<file path="src/rtl/pipeline_hazard_ctrl.sv">
// Pipeline hazard controller: load-use interlock, branch flush, memory wait and
// multi-cycle MDU stall sequencing with a saturating stall-cycle counter.
module pipeline_hazard_ctrl #(
  parameter int REG_ADDR_W   = 5,
  parameter int FLUSH_CYCLES = 1,
  parameter int MDU_TIMEOUT  = 64,
  parameter int CNT_W        = 16
) (
  input  logic                  clock,
  input  logic                  reset,
  input  logic [REG_ADDR_W-1:0] id_rs1,
  input  logic [REG_ADDR_W-1:0] id_rs2,
  input  logic                  id_use_rs1,
  input  logic                  id_use_rs2,
  input  logic                  ex_memread,
  input  logic [REG_ADDR_W-1:0] ex_rd,
  input  logic                  ex_br_taken,
  input  logic                  ex_mdu_start,
  input  logic                  mdu_done,
  input  logic                  mem_busy,
  output logic                  pc_write,
  output logic                  ifid_write,
  output logic                  ifid_flush,
  output logic                  idex_write,
  output logic                  idex_flush,
  output logic                  exmem_write,
  output logic                  exmem_bubble,
  output logic [2:0]            hz_state,
  output logic [CNT_W-1:0]      stall_count,
  output logic                  halted
);
  localparam int MAXC = (FLUSH_CYCLES > MDU_TIMEOUT) ? FLUSH_CYCLES : MDU_TIMEOUT;
  localparam int CW   = $clog2(MAXC + 1);
  localparam logic [CW-1:0] FL_LAST  = CW'(FLUSH_CYCLES - 1);
  localparam logic [CW-1:0] MDU_LAST = CW'(MDU_TIMEOUT - 1);

  typedef enum logic [2:0] {
    RUN = 3'd0, MEM_WAIT = 3'd1, FLUSH = 3'd2, MDU_WAIT = 3'd3, HALT = 3'd4
  } state_t;

  state_t        state, state_nx;
  logic [CW-1:0] cnt, cnt_nx;
  logic          load_use;

  // x0 is hardwired zero, so a load targeting it never creates a dependency
  assign load_use = ex_memread && (ex_rd != '0) &&
                    ((id_use_rs1 && id_rs1 == ex_rd) || (id_use_rs2 && id_rs2 == ex_rd));

  always_comb begin
    pc_write     = 1'b1;
    ifid_write   = 1'b1;
    idex_write   = 1'b1;
    exmem_write  = 1'b1;
    ifid_flush   = 1'b0;
    idex_flush   = 1'b0;
    exmem_bubble = 1'b0;
    state_nx     = state;
    cnt_nx       = cnt;
    case (state)
      RUN, MEM_WAIT: begin
        if (mem_busy) begin
          {pc_write, ifid_write, idex_write, exmem_write} = 4'b0;
          state_nx = MEM_WAIT;
        end else if (ex_br_taken) begin
          ifid_flush = 1'b1;
          idex_flush = 1'b1;
          state_nx   = (FLUSH_CYCLES > 1) ? FLUSH : RUN;
          cnt_nx     = CW'(1);
        end else if (ex_mdu_start) begin
          {pc_write, ifid_write, idex_write} = 3'b0;
          exmem_bubble = 1'b1;
          state_nx     = MDU_WAIT;
          cnt_nx       = '0;
        end else begin
          if (load_use) begin
            pc_write   = 1'b0;
            ifid_write = 1'b0;
            idex_flush = 1'b1;
          end
          state_nx = RUN;
        end
      end
      FLUSH: begin
        if (mem_busy) begin
          {pc_write, ifid_write, idex_write, exmem_write} = 4'b0;
        end else begin
          ifid_flush = 1'b1;
          idex_flush = 1'b1;
          cnt_nx     = cnt + CW'(1);
          if (cnt == FL_LAST) state_nx = RUN;
        end
      end
      MDU_WAIT: begin
        if (mdu_done) begin
          state_nx = RUN;
        end else begin
          {pc_write, ifid_write, idex_write} = 3'b0;
          exmem_bubble = 1'b1;
          if (mem_busy) exmem_write = 1'b0;
          cnt_nx = cnt + CW'(1);
          if (cnt == MDU_LAST) state_nx = HALT;
        end
      end
      HALT: {pc_write, ifid_write, idex_write, exmem_write} = 4'b0;
      default: state_nx = RUN;
    endcase
  end

  always_ff @(posedge clock or posedge reset) begin
    if (reset) begin
      state       <= RUN;
      cnt         <= '0;
      stall_count <= '0;
    end else begin
      state <= state_nx;
      cnt   <= cnt_nx;
      if (!pc_write && stall_count != '1) stall_count <= stall_count + CNT_W'(1);
    end
  end

  assign hz_state = state;
  assign halted   = (state == HALT);
endmodule

</file>
<file path="config.mk">
export PLATFORM = sky130hd
export DESIGN_NAME = pipeline_hazard_ctrl
export DESIGN_NICKNAME = d
export VERILOG_FILES = /design/src/rtl/pipeline_hazard_ctrl.sv
export SDC_FILE = /design/constraint.sdc
export NUM_CORES = 1
export LEC_CHECK = 0
export BUFFER_PORTS_ARGS = -buffer_cell sky130_fd_sc_hd__buf_2
export CORE_ASPECT_RATIO = 1.1
export CORE_MARGIN = 2
export CORE_UTILIZATION = 23
export DETAILED_ROUTE_END_ITERATION = 6
export PLACE_DENSITY = 0.5
export SETUP_SLACK_MARGIN = 0.05
export SLEW_MARGIN = 10
export SYNTH_ARGS = -nofsm -noshare
export SYNTH_HDL_FRONTEND = slang
export SYNTH_SLANG_ARGS = --single-unit
export TNS_END_PERCENT = 50
</file>
<file path="constraint.sdc">
create_clock -name clock -period 2.7 [get_ports clock]
set_input_delay 0.675 -clock clock [delete_from_list [all_inputs] [get_ports clock]]
set_output_delay 0.675 -clock clock [all_outputs]
set_load 0.02 [all_outputs]
</file>
==> impl_metrics.csv, run 1 <==
group,metric,value,unit
outcome,status,"completed",
pwr,power_density,888,nW/um2
setup_path,setup.worst_path.start_class,"primary input",
clocking,cts_tree,"yes",
clocking,cts-root-buf,"clkbuf_8",
logic_synthesis,syn_nets,208,
sta,layout_min_cycle_time,2.54,ns
floorplan,coreArea,6970,um2
place,routabilityCongestion,0.759,
setup_path,cp_max_fo,3,
logic_synthesis,synth_area_per_cell,9.03,um2
logic_synthesis,syn_inst,181,
setup_path,ff2ff_path_depth,6,
layout,nets,261,
logic_synthesis,ys.flop_type,"dfrtp_1",
setup_path,reg2reg_to,"stall_count[1]$_DFFE_PP0P_",
routing,drt-initial-drc-count,68,
setup_path,worstSetupPathType,"in -> out",
routing,wl_per_cell,12.5,um
logic_synthesis,yosysTopAreaCell,"dfrtp_1",
clocking,cts_buffer_depth,2,
clocking,clock-sinks,26,
setup_path,end_kind,"output port",
routing,drt-pass1-iter-count,4,
sta,drv_slew,0,
sta,relSlewSlack,0.715,
routing,num_vias,1446,
worst_hold_path,hp-class,"in -> async",
floorplan,rows,32,
setup_path,endpoint,"idex_flush",
global_routing,grt_max_degree,27,
pwr,ir_drop,0.297,mV
floorplan,die_h,92.4,um
logic_synthesis,seq_area_frac_synth,0.398,
sta,setup_ws,0.156,ns
clocking,cts_setup_buffers,0,
clocking,cts.clk_slew.worst_paths,0.10,ns
sta,hold_viol_final,0,
logic_synthesis,yosys-top-cells-count,"dfrtp_1 (26), nand2_1 (17), nor2_1 (14)",
layout,fin_area,2060,um2
floorplan,die_x,84.4,um
sta,fmax,393,MHz
clocking,htreeDepth,1,
place,dp_hpwl,3010,um
place,place_area,1980,um2
setup_path,startpoint,"ex_rd[2]",
routing,routed_wirelength,3990,um
pwr,p_total,0.00183,W
setup_path,worstReg2RegStart,"hz_state[2]$_DFFE_PP0P_",
routing,drcViolationCount,0,
setup_path,cp_cell_sequence,"buf_2, xnor2_1, nand4_1, o22ai_2, nand3_1, o21ai_0, and3_1, buf_2",
global_routing,antenna_found_initial,0,
sta,setup-tns-final,0,ns
layout,utilization,0.296,
global_routing,globalRouteTotalUtil,0.103,
place,portBuffers,50,
logic_synthesis,ys_top_cells_by_area,"dfrtp_1 (40%), xor2_1 (7.0%), xnor2_1 (5.4%), nand2_1 (3.9%), nor3_1 (3.4%)",
floorplan,boundaryPins,51,
setup_path,critPathMaxStageDelay,0.21,ns
global_routing,overflow,0,
routing,antenna_left,0,
routing,viasPerCell,4.55,
global_routing,grt_pass1_vias,1387,
sta,finalCritPeriodShare,0.942,
sta,worst_pin_slew,0.426,ns
pwr,p_leak,0.941,nW
logic_synthesis,yosys.area.top_type_share,0.398,
floorplan,dieArea,7800,um2
sta,setup_viol,0,
setup_path,required,2.03,ns
setup_path,crit_top_cell,"buf_2",
logic_synthesis,async_reset_ff_frac,1.00,
layout,drive_above_1_share,0.283,
clocking,clock_latency,0.27,ns
run,maxCapViolCount,0,
logic_synthesis,synth_area,1630,um2
logic_synthesis,synth_edf_count,0,
logic_synthesis,ys_types,45,
clocking,numCtsBuffers,3,
sta,rsz0062_at_grt,"true",
global_routing,grt_pass1_wl,6600,um
setup_path,critPathSlowestCell,"o22ai_2",
layout,n_antenna_cell,0,
logic_synthesis,yosysMostFrequentCell,"dfrtp_1",
floorplan,initial_core_util,0.235,
logic_synthesis,yosys_register_bits,26,
logic_synthesis,ys.warnings.count,0,
place,pre_cts_ws,0.100,ns
setup_path,cp.arrival,1.87,ns
sta,fin_skew,0.00852,ns
layout,areaGrowthSynthToFinish,26.2,%
layout,n_fill_cell,781,
setup_path,reg2reg_setup_slack,0.58,ns
-- how the worst min path moves through the flow --
| stage | depth (start not counted) | start | endpoint | slack, ns |
|---|---|---|---|---|
| global placement | 1 | stall_count[9]$_DFFE_PP0P_ | stall_count[9]$_DFFE_PP0P_ | 0.47 |
| finish | 3 | reset | stall_count[6]$_DFFE_PP0P_ | 0.45 |
| CTS | 3 | reset | stall_count[6]$_DFFE_PP0P_ | 0.46 |
| global route | 3 | reset | stall_count[7]$_DFFE_PP0P_ | 0.48 |
| detailed placement | 1 | stall_count[9]$_DFFE_PP0P_ | stall_count[9]$_DFFE_PP0P_ | 0.48 |
| floorplan | 1 | cnt[5]$_DFFE_PP0P_ | cnt[5]$_DFFE_PP0P_ | 0.46 |
-- metal layers --
metal,GRT usage,share of wire,vias up
li1,-,-,745
met4,0.0317,0.0095,0
met3,0.0178,0.053,2
met2,0.169,0.46,32
met5,0,0,-
met1,0.138,0.47,667
-- through the flow --
| stage | instances | hold WS [ns] |
|---|---|---|
| after floorplan | 181 | 0.462 |
| after global placement | 314 | 0.470 |
| after detailed placement | 314 | 0.479 |
| after CTS | 318 | 0.456 |
| after global routing | 318 | 0.477 |
| final | 318 | 0.446 |
-- power by group --
part	leakage (nW)	internal [W]	switching, W	total, W
Clock	0.0357	0.000198	0.000131	0.000330
Combinational	0.580	0.000329	0.000493	0.000822
Sequential	0.325	0.000509	0.000170	0.000679
Total	0.941	0.00104	0.000795	0.00183
-- cell families after synthesis --
| logic type | synth area share |
|---|---|
| AOI/OAI and AO/OA | 0.142 |
| xor gates and xnor gates | 0.123 |
| adders and majority gates | 0.0230 |
| buffers and inverters | 0.0429 |
| DFF | 0.398 |
| muxes | 0.0207 |
| and+or+nand+nor | 0.250 |
-- cell type report --
class / count / area (um2) / area share
Multi-Input combinational cell: 141 / 920 / 0.446
Sequential cell: 26 / 651 / 0.316
Clock buffer: 3 / 41.3 / 0.0200
Clock inverter: 1 / 30.0 / 0.0146
Inverter: 7 / 26.3 / 0.0127
Tap cell: 85 / 106 / 0.0516
Timing Repair Buffer: 55 / 288 / 0.140
-- flip-flops by register name, summed over array words and instances, names as in the netlist --
signal	count
stall_count	16
cnt	7
hz_state	3
-- critical path, delay by kind of cell --
family	cells	cell delay [ns]
compound gates	2	0.35
xor+xnor	1	0.16
buf+inv	2	0.28
simple gates	3	0.41
-- cell usage in the layout, fill, tap and decap left out, types with 2 or more instances in the layout --
cell type and n:
nor2_1 14, o21bai_1 2, nor3_1 11, o21a_1 3, a31oi_1 2, nand3_1 10, nor2b_1 2, o21ai_0 9
and3_1 2, buf_2 50, clkbuf_8 3, xnor2_1 10, and2_1 3, nand4_1 4, o31ai_1 3, inv_1 7
mux2_2 2, o41ai_1 3, dfrtp_1 26, a21oi_1 3, nand2_1 17, nand2b_1 6, xor2_1 13, ha_1 3
buf_4 5
-- timing repair --
action / in CTS / in global routing
setup endpoints to repair: 0 / 3
gates resized for setup: 0 / 1
hold buffers: 0 / 0
No activity file was read; power rests on OpenSTA's default activity.
==> run 2, diff against run 1 <==
--- a/config.mk
+++ b/config.mk
@@ -8,9 +8,9 @@
 export BUFFER_PORTS_ARGS = -buffer_cell sky130_fd_sc_hd__buf_2
 export CORE_ASPECT_RATIO = 1.1
 export CORE_MARGIN = 2
-export CORE_UTILIZATION = 23
+export CORE_UTILIZATION = 50
 export DETAILED_ROUTE_END_ITERATION = 6
-export PLACE_DENSITY = 0.5
+export PLACE_DENSITY = 0.86
 export SETUP_SLACK_MARGIN = 0.05
 export SLEW_MARGIN = 10
 export SYNTH_ARGS = -nofsm -noshare
==> impl_metrics.csv, run 2 (synthesized netlist as in run 1, its figures left out) <==
group,metric,value,unit
pwr,clkPwrFrac,0.152,
layout,areaGrowthSynthToFinish,21.2,%
sta,rsz0062_at_grt,"false",
routing,drt-pass1-iter-count,4,
place,portBuffers,50,
sta,setup-tns-final,0,ns
setup_path,required,2.03,ns
pwr,power_density,890,nW/um2
sta,setup_viol,0,
routing,routed_wirelength,3440,um
layout,largest_reg_flops,16,
global_routing,globalRouteTotalUtil,0.202,
sta,fmax,391,MHz
setup_path,end_kind,"output port",
place,place_inst,264,
setup_path,setup.worst_path.start_class,"primary input",
routing,drt-initial-drc-count,71,
clocking,htreeDepth,1,
pwr,swShare,0.440,
routing,num_vias,1469,
setup_path,critPathSlowestCell,"o22ai_1",
floorplan,die_x,58.5,um
layout,layout_commonest_cell,"buf_2",
routing,drcViolationCount,0,
routing,antenna_left,0,
pwr,p_total,0.00176,W
routing,viasPerCell,5.48,
setup_path,worstReg2RegStart,"hz_state[1]$_DFFE_PP0P_",
global_routing,grt_max_degree,27,
clocking,cts-root-buf,"clkbuf_4",
global_routing,antenna_found_initial,0,
layout,n_antenna_cell,0,
floorplan,coreArea,3070,um2
global_routing,grt_pass1_wl,5910,um
pwr,ir_drop,0.459,mV
sta,fin_skew,0.0115,ns
setup_path,cp_max_fo,3,
setup_path,cp_cell_sequence,"buf_2, xnor2_1, nand4_1, o22ai_1, nand3_1, o21ai_0, and3_1, buf_2",
clocking,numCtsBuffers,3,
clocking,cts_buffer_depth,2,
routing,wl_per_cell,12.8,um
floorplan,dieArea,3740,um2
layout,utilization,0.644,
clocking,cts_hold_buffers,0,
worst_hold_path,hp-class,"in -> async",
place,dp_hpwl,2670,um
setup_path,worstSetupPathType,"in -> out",
sta,drv_slew,0,
layout,final_cells,268,
sta,hold_viol_final,0,
clocking,cts_setup_buffers,0,
layout,nets,262,
sta,finalCritPeriodShare,0.947,
pwr,seq_power_share,0.380,
global_routing,grt_pass1_vias,1402,
layout,fin_area,1980,um2
floorplan,initial_core_util,0.532,
run,maxCapViolCount,0,
floorplan,die_h,64.0,um
place,place_area,1930,um2
floorplan,rows,21,
global_routing,overflow,0,
layout,final_cell_mix,"buf_2 (50), dfrtp_1 (26), nand2_1 (17), nor2_1 (14), xor2_1 (13)",
outcome,status,"completed",
sta,relSlewSlack,0.772,
setup_path,crit_top_cell,"buf_2",
pwr,p_leak,0.938,nW
setup_path,cp.arrival,1.88,ns
clocking,ctsResizeCount,0,
layout,drive_above_1_share,0.282,
pwr,p_switching,0.000775,W
sta,layout_min_cycle_time,2.56,ns
clocking,cts_tree,"yes",
layout,top_register,"stall_count",
setup_path,critPathMaxStageDelay,0.24,ns
pwr,internal_power,0.000988,W
floorplan,boundaryPins,51,
setup_path,ff2ff_path_depth,7,
clocking,clock-sinks,26,
setup_path,startpoint,"ex_rd[1]",
pwr,pwr-share-comb,0.469,
place,routabilityCongestion,0.836,
clocking,cts.clk_slew.worst_paths,0.15,ns
sta,worst_pin_slew,0.337,ns
clocking,clock_latency,0.32,ns
## run 2: cell count changes in the layout (fill, tap and decap cells not counted)
cell | before | now
clkbuf_8 | 3 | 0
o22ai_2 | 1 | 0
buf_4 | 5 | 6
clkbuf_4 | 0 | 3
o22ai_1 | 0 | 1
## run 2: cell type report
type,count,area (um2)
fill,268,1090
multi-input combinational,141,913
sequential,26,651
timing repair buffer,56,295
tap,34,42.5
clock inverter,1,30.0
inverter,7,26.3
clock buffer,3,22.5
## run 2: worst paths after layout
kind | to | slack, ns
setup / recovery | idex_flush | 0.14
hold / removal | stall_count[4]$_DFFE_PP0P_ | 0.37
setup reg to reg | stall_count[14]$_DFFE_PP0P_ | 0.52
hold reg to reg | stall_count[9]$_DFFE_PP0P_ | 0.50
max in group asynchronous | cnt[3]$_DFFE_PP0P_ | 2.07
min in group clock | stall_count[9]$_DFFE_PP0P_ | 0.50
## run 2: worst max-delay path: cells and delay by family
kind	cells	cell delay (ns)
XOR/XNOR	1	0.18
AND/OR/NAND/NOR	3	0.37
AO/OA/AOI/OAI	2	0.37
buffers and inverters	2	0.28
## run 2: per-layer routing
metal,global-route usage,routed length [um],vias to the layer above
li1,-,-,745
met1,0.270,1630,671
met2,0.338,1610,49
met3,0.0162,154,4
met4,0.0727,45,0
met5,0,0,-
## run 2: power groups by stage
stage	combinational [W]	clock, W	sequential, W
floorplan	0.000492	0	0.000754
global placement	0.000811	0	0.000671
detailed placement	0.000827	0	0.000675
CTS	0.000831	0.000271	0.000667
global route	0.000909	0.000290	0.000697
finish	0.000826	0.000268	0.000669
## run 2: through the flow
stage	setup WS [ns]	hold WS, ns
2_1_floorplan	0.183	0.462
3_3_place_gp	0.166	0.475
3_5_place_dp	0.142	0.479
4_1_cts	0.132	0.381
5_1_grt	0.0603	0.391
6_report	0.144	0.375
==> run 3, diff against run 2 <==
--- a/config.mk
+++ b/config.mk
@@ -8,9 +8,9 @@
 export BUFFER_PORTS_ARGS = -buffer_cell sky130_fd_sc_hd__buf_2
 export CORE_ASPECT_RATIO = 1.1
 export CORE_MARGIN = 2
-export CORE_UTILIZATION = 50
+export CORE_UTILIZATION = 45
 export DETAILED_ROUTE_END_ITERATION = 6
-export PLACE_DENSITY = 0.86
+export PLACE_DENSITY = 0.8
 export SETUP_SLACK_MARGIN = 0.05
 export SLEW_MARGIN = 10
 export SYNTH_ARGS = -nofsm -noshare
==> impl_metrics.csv, run 3 (synthesized netlist as in run 1, its figures left out) <==
group,metric,value,unit
outcome,status,"completed",
setup_path,cp_max_fo,3,
setup_path,crit_top_cell,"buf_2",
setup_path,worstSetupPathType,"in -> out",
pwr,ir_drop,0.410,mV
clocking,cts_buffer_depth,2,
setup_path,end_kind,"output port",
worst_hold_path,hp-class,"in -> async",
setup_path,critPathSlowestCell,"o22ai_2",
sta,drv_slew,0,
floorplan,dieArea,4130,um2
layout,final_cell_mix,"buf_2 (50), dfrtp_1 (24), nand2_1 (17), nor2_1 (14), xor2_1 (13)",
floorplan,rows,22,
clocking,cts_setup_buffers,0,
place,dp_hpwl,2820,um
sta,fmax,389,MHz
clocking,htreeDepth,1,
global_routing,use_met2,0.358,
sta,layout_min_cycle_time,2.57,ns
layout,n_antenna_cell,0,
sta,relSlewSlack,0.627,
routing,routed_wirelength,3630,um
setup_path,cp.arrival,1.90,ns
routing,drt-pass1-iter-count,4,
setup_path,critical_path_buf_inv_count,2,
routing,num_vias,1501,
run,maxCapViolCount,0,
clocking,cts_tree,"yes",
sta,rsz0062_at_grt,"true",
setup_path,required,2.03,ns
global_routing,overflow,0,
place,place_area,1940,um2
sta,hold_viol_final,0,
global_routing,grt_max_degree,27,
sta,setup_viol,0,
routing,viasPerCell,5.34,
sta,finalCritPeriodShare,0.953,
floorplan,die_x,61.5,um
routing,drcViolationCount,0,
layout,nets,261,
place,portBuffers,50,
global_routing,grtUsageMet3,0.0249,
global_routing,grt.busiest_layer,"met2",
layout,drive_above_1_share,0.292,
clocking,clock-sinks,26,
clocking,cts-root-buf,"clkbuf_4",
layout,layout_commonest_cell,"buf_2",
floorplan,die_h,67.2,um
global_routing,grt_util_met1,0.236,
global_routing,grt_pass1_vias,1424,
floorplan,coreArea,3410,um2
setup_path,critPathMaxStageDelay,0.21,ns
routing,drt-initial-drc-count,100,
global_routing,antenna_found_initial,0,
routing,wl_per_cell,12.9,um
clocking,numCtsBuffers,3,
sta,fin_skew,0.0136,ns
floorplan,boundaryPins,51,
layout,areaGrowthSynthToFinish,21.4,%
setup_path,setup.worst_path.start_class,"primary input",
layout,fin_area,1980,um2
setup_path,cp_cell_sequence,"buf_2, xnor2_1, nand4_1, o22ai_2, nand3_1, o21ai_1, and3_1, buf_2",
pwr,power_density,855,nW/um2
floorplan,initial_core_util,0.479,
routing,antenna_left,0,
setup_path,cp_top_family,"simple AND/OR/NAND/NOR gates",
global_routing,grt_pass1_wl,6190,um
clocking,clock_latency,0.32,ns
sta,setup-tns-final,0,ns
place,routabilityCongestion,0.877,
clocking,cts.clk_slew.worst_paths,0.15,ns
global_routing,globalRouteTotalUtil,0.195,
layout,top_register,"stall_count",
sta,worst_pin_slew,0.558,ns
layout,largest_reg_flops,16,
pwr,p_leak,0.924,nW
-- run 3: cell type report --
cell class / instances / area, um2
Sequential cell: 26 / 653
Tap cell: 48 / 60.1
Multi-Input combinational cell: 141 / 920
Timing Repair Buffer: 55 / 288
Inverter: 7 / 26.3
Clock buffer: 4 / 36.3
Fill cell: 330 / 1430
-- run 3: where the power goes --
part	switching (W)	total (W)	internal [W]
Combinational	0.000512	0.000841	0.000329
Clock	0.000112	0.000194	0.0000823
Sequential	0.000150	0.000661	0.000511
Total	0.000774	0.00170	0.000922
-- run 3: metal layers --
layer | vias up | wire, um
met4 | 0 | 35
met2 | 33 | 1910
li1 | 744 | -
met3 | 4 | 120
met1 | 720 | 1570
met5 | - | 0
-- run 3: worst register-to-register path: stages, from the launching register on --
cell and delay [ns]:
dfrtp_2 0.47, and2b_1 0.18, a21oi_1 0.06, o31ai_1 0.32, a41oi_2 0.25, buf_4 0.23, nor2_1 0.17, mux2_1 0.34
-- run 3: worst paths after layout --
path / cells past startpoint / slack (ns) / start / to
worst max-delay path: 8 / 0.13 / ex_rd[4] / idex_flush
worst max register to register: 7 / 0.57 / hz_state[0]$_DFFE_PP0P_ / stall_count[1]$_DFFE_PP0P_
max in group asynchronous: 3 / 2.06 / reset / hz_state[0]$_DFFE_PP0P_
worst min register to register: 1 / 0.49 / stall_count[9]$_DFFE_PP0P_ / stall_count[9]$_DFFE_PP0P_
min in group clock: 1 / 0.49 / stall_count[9]$_DFFE_PP0P_ / stall_count[9]$_DFFE_PP0P_
worst min-delay path: 3 / 0.38 / reset / cnt[0]$_DFFE_PP0P_
-- run 3: through the flow --
stage	std cells	setup WS (ns)	utilization	hold slack (ns)	power [W]
finish	281	0.126	0.581	0.378	0.00170
global route	281	0.000628	0.581	0.418	0.00185
CTS	281	0.108	0.578	0.387	0.00171
detailed placement	277	0.140	0.568	0.474	0.00151
global placement	277	0.157	0.568	0.470	0.00149
floorplan	181	0.183	-	0.462	0.00125
-- run 3: timing repair --
| action | CTS | global route |
|---|---|---|
| hold buffers | 0 | 0 |
| resized for setup | 0 | 4 |
| endpoints found under the setup margin | 0 | 3 |
